### config.mk
export PLATFORM = sky130hd
export DESIGN_NAME = pixel_unpack
export DESIGN_NICKNAME = d
export VERILOG_FILES = /design/src/rtl/pixel_unpack_pkg.sv /design/src/rtl/pixel_pos_counter.sv /design/src/rtl/pixel_unpack.sv
export SDC_FILE = /design/constraint.sdc
export NUM_CORES = 1
export LEC_CHECK = 0
export ABC_AREA = 0
export CAP_MARGIN = 20
export CORE_ASPECT_RATIO = 0.9
export CORE_MARGIN = 2
export CORE_UTILIZATION = 45
export CTS_BUF_LIST = sky130_fd_sc_hd__clkbuf_16
export DETAILED_ROUTE_END_ITERATION = 8
export GPL_ROUTABILITY_DRIVEN = 1
export GPL_TIMING_DRIVEN = 0
export PLACE_DENSITY = 0.77
export SLEW_MARGIN = 10
export SYNTH_ARGS = -nofsm -noshare
export SYNTH_HDL_FRONTEND = slang
export SYNTH_SLANG_ARGS = --single-unit
### constraint.sdc
create_clock -name CLK -period 2.1 [get_ports CLK]
set_input_delay 0.42 -clock CLK [delete_from_list [all_inputs] [get_ports CLK]]
set_output_delay 0.42 -clock CLK [all_outputs]
set_load 0.01 [all_outputs]
### src/rtl/pixel_unpack_pkg.sv
// -----------------------------------------------------------------------------
// pixel_unpack_pkg
//   Shared definitions for the pixel unpacker slice:
//     - default geometry and word/pixel widths
//     - lanes_of()  : pixels per FIFO word
//     - cnt_width() : clog2-based counter width, never less than 1 bit
//     - pix_flags_t : position flags bundle produced by pixel_pos_counter
// -----------------------------------------------------------------------------
package pixel_unpack_pkg;

    localparam int unsigned DEF_WORD_WIDTH  = 256;
    localparam int unsigned DEF_PIXEL_WIDTH = 16;
    localparam int unsigned DEF_N_COL       = 2048;
    localparam int unsigned DEF_N_ROW       = 2048;
    localparam int unsigned STARVE_W        = 16;

    // Number of pixel lanes carried by one FIFO word.
    function automatic int unsigned lanes_of(input int unsigned word_w,
                                             input int unsigned pix_w);
        return word_w / pix_w;
    endfunction

    // Width of a counter spanning 0..n-1; a one-value counter still gets a bit
    // so that no zero-width vector is ever declared.
    function automatic int unsigned cnt_width(input int unsigned n);
        return (n <= 2) ? 1 : $clog2(n);
    endfunction

    typedef struct packed {
        logic sof;
        logic eof;
        logic sol;
        logic eol;
    } pix_flags_t;

endpackage

### src/rtl/pixel_pos_counter.sv
// -----------------------------------------------------------------------------
// pixel_pos_counter
//   Column/row tracker for the unpacked pixel stream. Advances once per
//   accepted pixel, wraps at the end of each line and frame, and decodes the
//   start/end of line/frame flags from the current position.
//
// Ports
//   CLK     in   clock
//   RESET   in   synchronous active-high reset (position -> 0,0)
//   clear   in   frame restart (position -> 0,0), lower priority than RESET
//   enable  in   pixel transfer strobe, advances the position
//   flags   out  sof/eof/sol/eol decoded from the current position
// -----------------------------------------------------------------------------
module pixel_pos_counter
    import pixel_unpack_pkg::*;
#(
    parameter int unsigned N_COL = DEF_N_COL,
    parameter int unsigned N_ROW = DEF_N_ROW
) (
    input  logic       CLK,
    input  logic       RESET,
    input  logic       clear,
    input  logic       enable,
    output pix_flags_t flags
);

    localparam int unsigned COL_W = cnt_width(N_COL);
    localparam int unsigned ROW_W = cnt_width(N_ROW);
    localparam logic [COL_W-1:0] COL_LAST = COL_W'(N_COL - 1);
    localparam logic [ROW_W-1:0] ROW_LAST = ROW_W'(N_ROW - 1);

    logic [COL_W-1:0] col;
    logic [ROW_W-1:0] row;
    logic             col_wrap;
    logic             row_wrap;

    assign col_wrap = (col == COL_LAST);
    assign row_wrap = (row == ROW_LAST);

    always_ff @(posedge CLK) begin
        if (RESET || clear) begin
            col <= '0;
            row <= '0;
        end else if (enable) begin
            if (col_wrap) begin
                col <= '0;
                row <= row_wrap ? '0 : row + 1'b1;
            end else begin
                col <= col + 1'b1;
            end
        end
    end

    always_comb begin
        flags     = '0;
        flags.sol = (col == '0);
        flags.eol = col_wrap;
        flags.sof = (col == '0) && (row == '0);
        flags.eof = col_wrap && row_wrap;
    end

endmodule

### src/rtl/pixel_unpack.sv
// -----------------------------------------------------------------------------
// pixel_unpack
//   Splits wide words from a first-word-fall-through FIFO into a stream of
//   pixels, lane 0 (LSB slice) first, with valid/ready handshaking and
//   start/end of line/frame flags. Lines are not word aligned, so one word
//   may straddle an end-of-line or end-of-frame boundary.
//
//   The next word is popped in the same cycle the last lane is accepted, so
//   consecutive words stream with no bubble while pix_ready stays high.
//
// Ports
//   CLK          in   sole clock
//   RESET        in   synchronous active-high reset
//   fifo_empty   in   upstream FIFO empty (fifo_dout valid when low)
//   fifo_dout    in   upstream head word, WORD_WIDTH bits
//   fifo_rden    out  pop head word (combinational)
//   frame_start  in   one-cycle pulse: restart frame, drop the held word
//   pix_ready    in   downstream accepts the current pixel
//   pix_valid    out  pixel valid
//   pix_data     out  pixel value, PIXEL_WIDTH bits
//   pix_sof/eof/sol/eol out  position flags, forced low when pix_valid is low
//   starve_cnt   out  16-bit starvation counter
//
// Build option
//   PIXEL_UNPACK_STARVE_CNT_EN: when defined, starve_cnt counts (saturating)
//   cycles with no pixel held, an empty FIFO and a frame in progress; when
//   undefined starve_cnt is constant zero and no counter exists.
//
//   DELAY is kept on the parameter list for drop-in compatibility with
//   behavioural models; this implementation models no intra-cycle delay.
// -----------------------------------------------------------------------------
module pixel_unpack
    import pixel_unpack_pkg::*;
#(
    parameter int unsigned DELAY       = 1,
    parameter int unsigned WORD_WIDTH  = DEF_WORD_WIDTH,
    parameter int unsigned PIXEL_WIDTH = DEF_PIXEL_WIDTH,
    parameter int unsigned N_COL       = DEF_N_COL,
    parameter int unsigned N_ROW       = DEF_N_ROW
) (
    input  logic                   CLK,
    input  logic                   RESET,
    input  logic                   fifo_empty,
    input  logic [WORD_WIDTH-1:0]  fifo_dout,
    output logic                   fifo_rden,
    input  logic                   frame_start,
    input  logic                   pix_ready,
    output logic                   pix_valid,
    output logic [PIXEL_WIDTH-1:0] pix_data,
    output logic                   pix_sof,
    output logic                   pix_eof,
    output logic                   pix_sol,
    output logic                   pix_eol,
    output logic [STARVE_W-1:0]    starve_cnt
);

    localparam int unsigned LANES  = lanes_of(WORD_WIDTH, PIXEL_WIDTH);
    localparam int unsigned LANE_W = cnt_width(LANES);
    localparam logic [LANE_W-1:0] LANE_LAST = LANE_W'(LANES - 1);

    // Reject geometries the datapath cannot represent.
    if (LANES < 2 || (WORD_WIDTH % PIXEL_WIDTH) != 0 || N_COL < 1 || N_ROW < 1
        || DELAY > 1000) begin : g_bad_params
        $error("pixel_unpack: invalid parameter combination");
    end

    logic [WORD_WIDTH-1:0]             word_q;
    logic [LANES-1:0][PIXEL_WIDTH-1:0] word_lanes;
    logic                              have_word;
    logic [LANE_W-1:0]                 lane;
    logic                              last_lane;
    logic                              xfer;
    pix_flags_t                        pos_flags;

    assign last_lane = (lane == LANE_LAST);
    assign xfer      = have_word && pix_ready;

    // Pop when idle, or when the last lane leaves this cycle so the next word
    // is in place for the following cycle.
    assign fifo_rden = !RESET && !fifo_empty && !frame_start &&
                       (!have_word || (last_lane && pix_ready));

    always_ff @(posedge CLK) begin
        if (RESET) begin
            word_q    <= '0;
            have_word <= 1'b0;
            lane      <= '0;
        end else if (frame_start) begin
            have_word <= 1'b0;
            lane      <= '0;
        end else if (fifo_rden) begin
            word_q    <= fifo_dout;
            have_word <= 1'b1;
            lane      <= '0;
        end else if (xfer) begin
            if (last_lane) begin
                have_word <= 1'b0;
            end else begin
                lane <= lane + 1'b1;
            end
        end
    end

    assign word_lanes = word_q;
    assign pix_data   = word_lanes[lane];
    assign pix_valid  = have_word;

    pixel_pos_counter #(
        .N_COL (N_COL),
        .N_ROW (N_ROW)
    ) u_pos (
        .CLK    (CLK),
        .RESET  (RESET),
        .clear  (frame_start),
        .enable (xfer),
        .flags  (pos_flags)
    );

    // Flags only mean something alongside a valid pixel; hold them low
    // otherwise so an idle or freshly reset block drives all zeros.
    assign pix_sof = have_word && pos_flags.sof;
    assign pix_eof = have_word && pos_flags.eof;
    assign pix_sol = have_word && pos_flags.sol;
    assign pix_eol = have_word && pos_flags.eol;

`ifdef PIXEL_UNPACK_STARVE_CNT_EN
    logic [STARVE_W-1:0] starve_q;
    logic                starving;

    // Position 0,0 (sof) means no frame is in progress yet, so waiting there
    // is not starvation.
    assign starving = !have_word && fifo_empty && !pos_flags.sof;

    always_ff @(posedge CLK) begin
        if (RESET || frame_start) begin
            starve_q <= '0;
        end else if (starving && (starve_q != '1)) begin
            starve_q <= starve_q + 1'b1;
        end
    end

    assign starve_cnt = starve_q;
`else
    assign starve_cnt = '0;
`endif

endmodule

Word-level counts from Yosys, hierarchy flattened
Index checks and enable logic that the tools add are counted.
- magnitude comparators: 1
- multiplexer cells: 7
- bitwise operators: 2
- add/sub/neg operators: 3
- equal/unequal tests: 3
- reductions and logical operators: 27
- operator list (operator ; number):
    $bmux 16 s4 ; 1
    $add 11x1->11 const B ; 2
    $eq 11x11->1 const B ; 2
    $logic_not 11->1 ; 2
    $mux 11 ; 2
    $mux 16 ; 1
    $logic_and 1x1->1 ; 11
    $reduce_and 2->1 ; 4
    $lt 4x5->1 const B ; 1
    $add 4x1->4 const B ; 1
    $eq 4x4->1 const B ; 1
    $logic_not 1->1 ; 4
    $reduce_bool 2->1 ; 2
    $mux 1 ; 3
    $reduce_or 3->1 ; 1
    $logic_or 1x1->1 ; 2
    $not 1->1 ; 2
    $reduce_or 2->1 ; 1
- output and inout port bits: 38
- word-level logic and storage cells: 48
- input port bits: 261
- bits in registers: 283

Longest topological paths before layout
Gate-level depths: netlist of the first run.
- depth after elaboration: 6
- mapped depth: 10
- depth with buffers taken out: 6

Hierarchy
Synthesis of the first run repeated with hierarchy kept, for this count alone.
- cell total of the unflattened synthesis: 1510
- area total of the unflattened synthesis: 12439.4 um^2
- by module, submodules not included (module ; times used ; cells an instance ; sequential area each (um^2) ; area an instance (um^2)):
    pixel_unpack ; 1 ; 1361 ; 5225.0 ; 11248.3
    pixel_pos_counter ; 1 ; 149 ; 440.4 ; 1191.1

Worst setup path before layout of the first run
No wires, ideal clock.
- path kind: register to output
- from: register lane[0]
- to: output port pix_data[12]
- stages on the path, launching flop included: 6
- buffers on the path: 2
- path slack: -0.085 ns
- data required time: 1.680 ns
- data arrival time: 1.765 ns
- cell sequence: dfxtp_1 buf_2 buf_1 mux4_2 a22oi_1 nand2_1
- word-level cells in the longest chain between the ends: 2
- RTL lines (element ; RTL line ; text):
    start: declaration ; pixel_unpack.sv:70 ; logic [LANE_W-1:0] lane;
    start signal: assignment ; pixel_unpack.sv:99 ; lane <= lane + 1'b1;
    $bmux 16 s4 ; pixel_unpack.sv:105 ; assign pix_data = word_lanes[lane];
    $mux 16 (implied by the code) ; pixel_unpack.sv:105 ;
    end: declaration ; pixel_unpack.sv:49 ; output logic [PIXEL_WIDTH-1:0] pix_data,
Every way passes these cells. The select of a mux whose other input is x is not followed.

Final worst setup path of the first run
- from: register lane[0]
- to: output port pix_data[1]
The elaborated chain is that of the path after synthesis.

==> impl_metrics.py, run 1 <==
metrics = {
    "worst_setup_path": {
        "cp.required_ns": 1.68,
        "critPathLaunchType": "register",
        "critPathSlowestCell": "mux4_2",
        "timing.critical_path.arrival_ns": 2.35,
        "criticalPathCategory": "reg -> out",
        "crit_family": "multiplexers",
        "end_kind": "output pin",
        "critical_path.most_common_cell": "buf_12",
        "crit_chain": "buf_12 -> buf_12 -> mux4_2 -> a22oi_2 -> nand2_2 -> buf_6",
        "critPathMaxStageDelay_ns": 0.57,
        "critical_path.n_buffers_inverters": 3,
        "cp_max_fo": 7,
    },
    "grt": {
        "antenna_found_initial": 4,
        "use_met3_pct": 5.39,
        "via_count_of_the_first_global_routing_pass": 11900,
        "met2_routing_resource_usage_after_global_routing_pct": 48.5,
        "grt_max_degree": 15,
        "grt_first_pass_wirelength_mm": 64.7,
        "grt_remaining_overflow": 0,
        "track_usage_pct": 29.3,
        "top_usage_layer": "met2",
        "met1_usage_pct": 37.2,
    },
    "status": {
        "violations": "negative setup slack",
        "outcome": "finished with violations",
    },
    "yosys": {
        "synth.most_common_cell": "nand2_1",
        "edff_count_synth": 0,
        "synth_cells": 1432,
        "synth_area_mm2": 0.0124,
        "avgSynthCellArea_um2": 8.63,
        "yosysWarnings": 0,
        "synth.top_cells.by_count": "nand2_1 (536), dfxtp_1 (283), a21oi_1 (245)",
        "synth.distinct_cells": 41,
        "synth_top_cells_by_area": "dfxtp_1 (46%), nand2_1 (16%), mux4_2 (12%)",
        "synth_ff_type": "dfxtp_1",
        "synth.ff_latch_count": 283,
        "post-synth-top-area-fraction_pct": 45.8,
        "synth.yosys.seq_area_share_pct": 45.8,
        "synthArstFlopShare_pct": 0,
        "cell_accounting_for_the_most_synthesized_area": "dfxtp_1",
    },
    "layout": {
        "syn2layout_area_growth_pct": 51.6,
        "post-route-cell-area_mm2": 0.0187,
        "finish.utilization_pct": 69.3,
        "layout.cells.non_filler": 2196,
        "final_layout_size_suffix_gt1_share_pct": 28.2,
        "design.final.nets": 2082,
    },
    "floorplanning": {
        "design.die.area_mm2": 0.0288,
        "floorplan.io_pins": 299,
        "die_x_um": 179,
        "core_area_mm2": 0.0270,
        "number_of_standard_cell_rows_in_the_floorplan": 57,
        "initial_core_util_pct": 45.7,
        "dieHeight_um": 161,
    },
    "placement": {
        "placedInstanceArea_mm2": 0.0157,
        "final_weighted_congestion_in_routability_driven_placement": 0.905,
        "placement.setup.worst_slack_ns": -1.11,
        "dp_cells": 2082,
        "placement.io_buffers": 281,
        "post-dp-hpwl_mm": 32.3,
    },
    "sta": {
        "max_slew_margin_pct": 46.5,
        "sum_of_negative_setup_slack_ns": -26.75,
        "fmax_mhz": 362,
        "drv_slew": 0,
        "timing.final.ws_setup_ns": -0.665,
        "finalHoldViolCount": 0,
        "clock_skew_ns": 0.0197,
        "fin_crit_sh_pct": 132,
        "rsz0062_at_grt": "true",
        "period_minus_slack_ns": 2.77,
        "finalHoldWorstSlack_ns": 0.333,
        "max_slew.worst_pin.slew_ns": 0.803,
        "setup_viol": 256,
    },
    "detailed_routing": {
        "route.detailed.drc": 0,
        "drt-pass1-iter-count": 5,
        "initialDrtViolationCount": 1298,
        "vias": 12700,
        "drt-vias-per-instance": 5.79,
        "drt_wl_total_mm": 48.3,
        "drtAntennaViolNets": 0,
        "route.detailed.wl_per_inst_um": 22.0,
    },
    "run": {
        "drv.max_cap_violation_count": 0,
    },
    "clocking": {
        "clock_transition_at_the_register_clock_pins_on_the_worst_setup_and_hold_paths_after_cts_ns": 0.06,
        "holdBufCountCts": 0,
        "numClockSinks": 283,
        "cts-root-to-sink-buffers": 3,
        "clock_insertion_delay_worst_skew_ns": 0.56,
        "cts_inserted_buffers": 29,
        "clock_tree.htree_level_count": 1,
        "cts.root.buffer_cell": "clkbuf_16",
        "tritoncts": "built",
    },
    "pwr": {
        "sw_ratio_pct": 24.4,
        "ir_worst_vdd_v": 0.000645,
        "post-layout-total-power_mw": 12.2,
        "total_switching_power_mw": 2.98,
        "power.internal_mw": 9.24,
        "power.density_mw_per_mm2": 653,
        "seq_power_share_pct": 45.9,
        "cellLeakagePower_nw": 6.54,
        "pwr-share-comb_pct": 12.7,
        "clockPowerShare_pct": 41.4,
    },
    "worst_hold_path": {
        "hp-class": "in -> reg",
    },
}
worst paths after layout:
path                      to  slack, ns  cells after the start            start
max              pix_data[1]      -0.67                      6          lane[0]
min             u_pos.col[0]       0.33                      3            RESET
max reg2reg  word_lanes[164]      -0.16                     11          lane[0]
min reg2reg  word_lanes[166]       0.45                      2  word_lanes[166]
area by class of cell:
type,count,area (µm²)
Fill cell,1940,8290
Multi-Input combinational cell,1027,6620
Sequential cell,283,5720
Timing Repair Buffer,346,3850
Buffer,122,1150
Clock buffer,29,726
Tap cell,354,443
Clock inverter,25,189
Inverter,7,33.8
Antenna cell,3,7.51
power by group through the flow:
stage,Sequential (mW),Combinational [mW],Clock [mW]
3_5_place_dp,5.73,1.25,0
4_1_cts,5.60,1.29,5.01
5_1_grt,5.62,1.63,5.26
2_1_floorplan,5.70,0.532,0
6_report,5.61,1.56,5.06
3_3_place_gp,5.72,1.24,0
placed cells by master, fill, tap and decap left out, types with 3 or more instances in the layout:
master and n:
a21oi_1 167, a21oi_2 98, a22oi_2 32, a311oi_1 3, a31oi_1 3, and3_1 4
and4_4 3, buf_12 19, buf_2 20, buf_4 46, buf_6 38, buf_8 23
bufinv_16 3, clkbuf_1 32, clkbuf_16 53, clkbuf_2 3, clkdlybuf4s50_1 260, clkinv_1 6
clkinv_2 6, conb_1 16, dfxtp_1 261, dfxtp_2 11, dfxtp_4 11, diode_2 3
ha_4 4, inv_1 12, mux4_2 64, nand2_1 479, nand2_2 66, nand3_1 13
nand4_1 10, nor2_1 17, nor4_1 3, o21ai_0 4, or3_1 3, xor2_1 11
what timing repair did:
action / CTS / global route
pin swaps: 36 / 31
resized for setup: 241 / 244
setup buffers: 24 / 16
setup endpoints to repair: 256 / 143
cloned: 2 / 25
sequential cells by signal (all words and copies together), names as in the netlist:
name and cells:
word_lanes 256, u_pos.col 11, u_pos.row 11, lane 4, pix_valid 1
per-layer routing:
layer  vias to the layer above  part of all wire [%]
li1                       5622                     -
met1                      6098                    37
met2                       812                    47
met3                       188                    10
met4                         2                   5.9
met5                         -                 0.023
tightest hold or removal path: stages:
cell and delay [ns]:
buf_2 0.17, nor2_1 0.14, o21a_1 0.12
cells by family after synthesis:
logic type | synth area share, %
other | 0.0303
DFF | 45.8
AOI/OAI and AO/OA | 14.3
and+or+nand+nor | 20.0
xor gates and xnor gates | 0.780
muxes | 11.7
adders and majority gates | 0.506
buffers and inverters | 6.91
(Power assumes the default switching activity.)
==> run 2: changes to the inputs <==
--- a/config.mk
+++ b/config.mk
@@ -6,7 +6,6 @@
 export NUM_CORES = 1
 export LEC_CHECK = 0
 export ABC_AREA = 0
-export CAP_MARGIN = 20
 export CORE_ASPECT_RATIO = 0.9
 export CORE_MARGIN = 2
 export CORE_UTILIZATION = 45
==> results of run 2 <==
The final DEF is identical to that of run 1; final timing and power are the same.
==> run 3: changes to the inputs <==
--- a/config.mk
+++ b/config.mk
@@ -14,7 +14,7 @@
 export GPL_ROUTABILITY_DRIVEN = 1
 export GPL_TIMING_DRIVEN = 0
 export PLACE_DENSITY = 0.77
-export SLEW_MARGIN = 10
+export SLEW_MARGIN = 20
 export SYNTH_ARGS = -nofsm -noshare
 export SYNTH_HDL_FRONTEND = slang
 export SYNTH_SLANG_ARGS = --single-unit
==> results of run 3 <==
The final DEF is identical to that of run 1; final timing and power are the same.
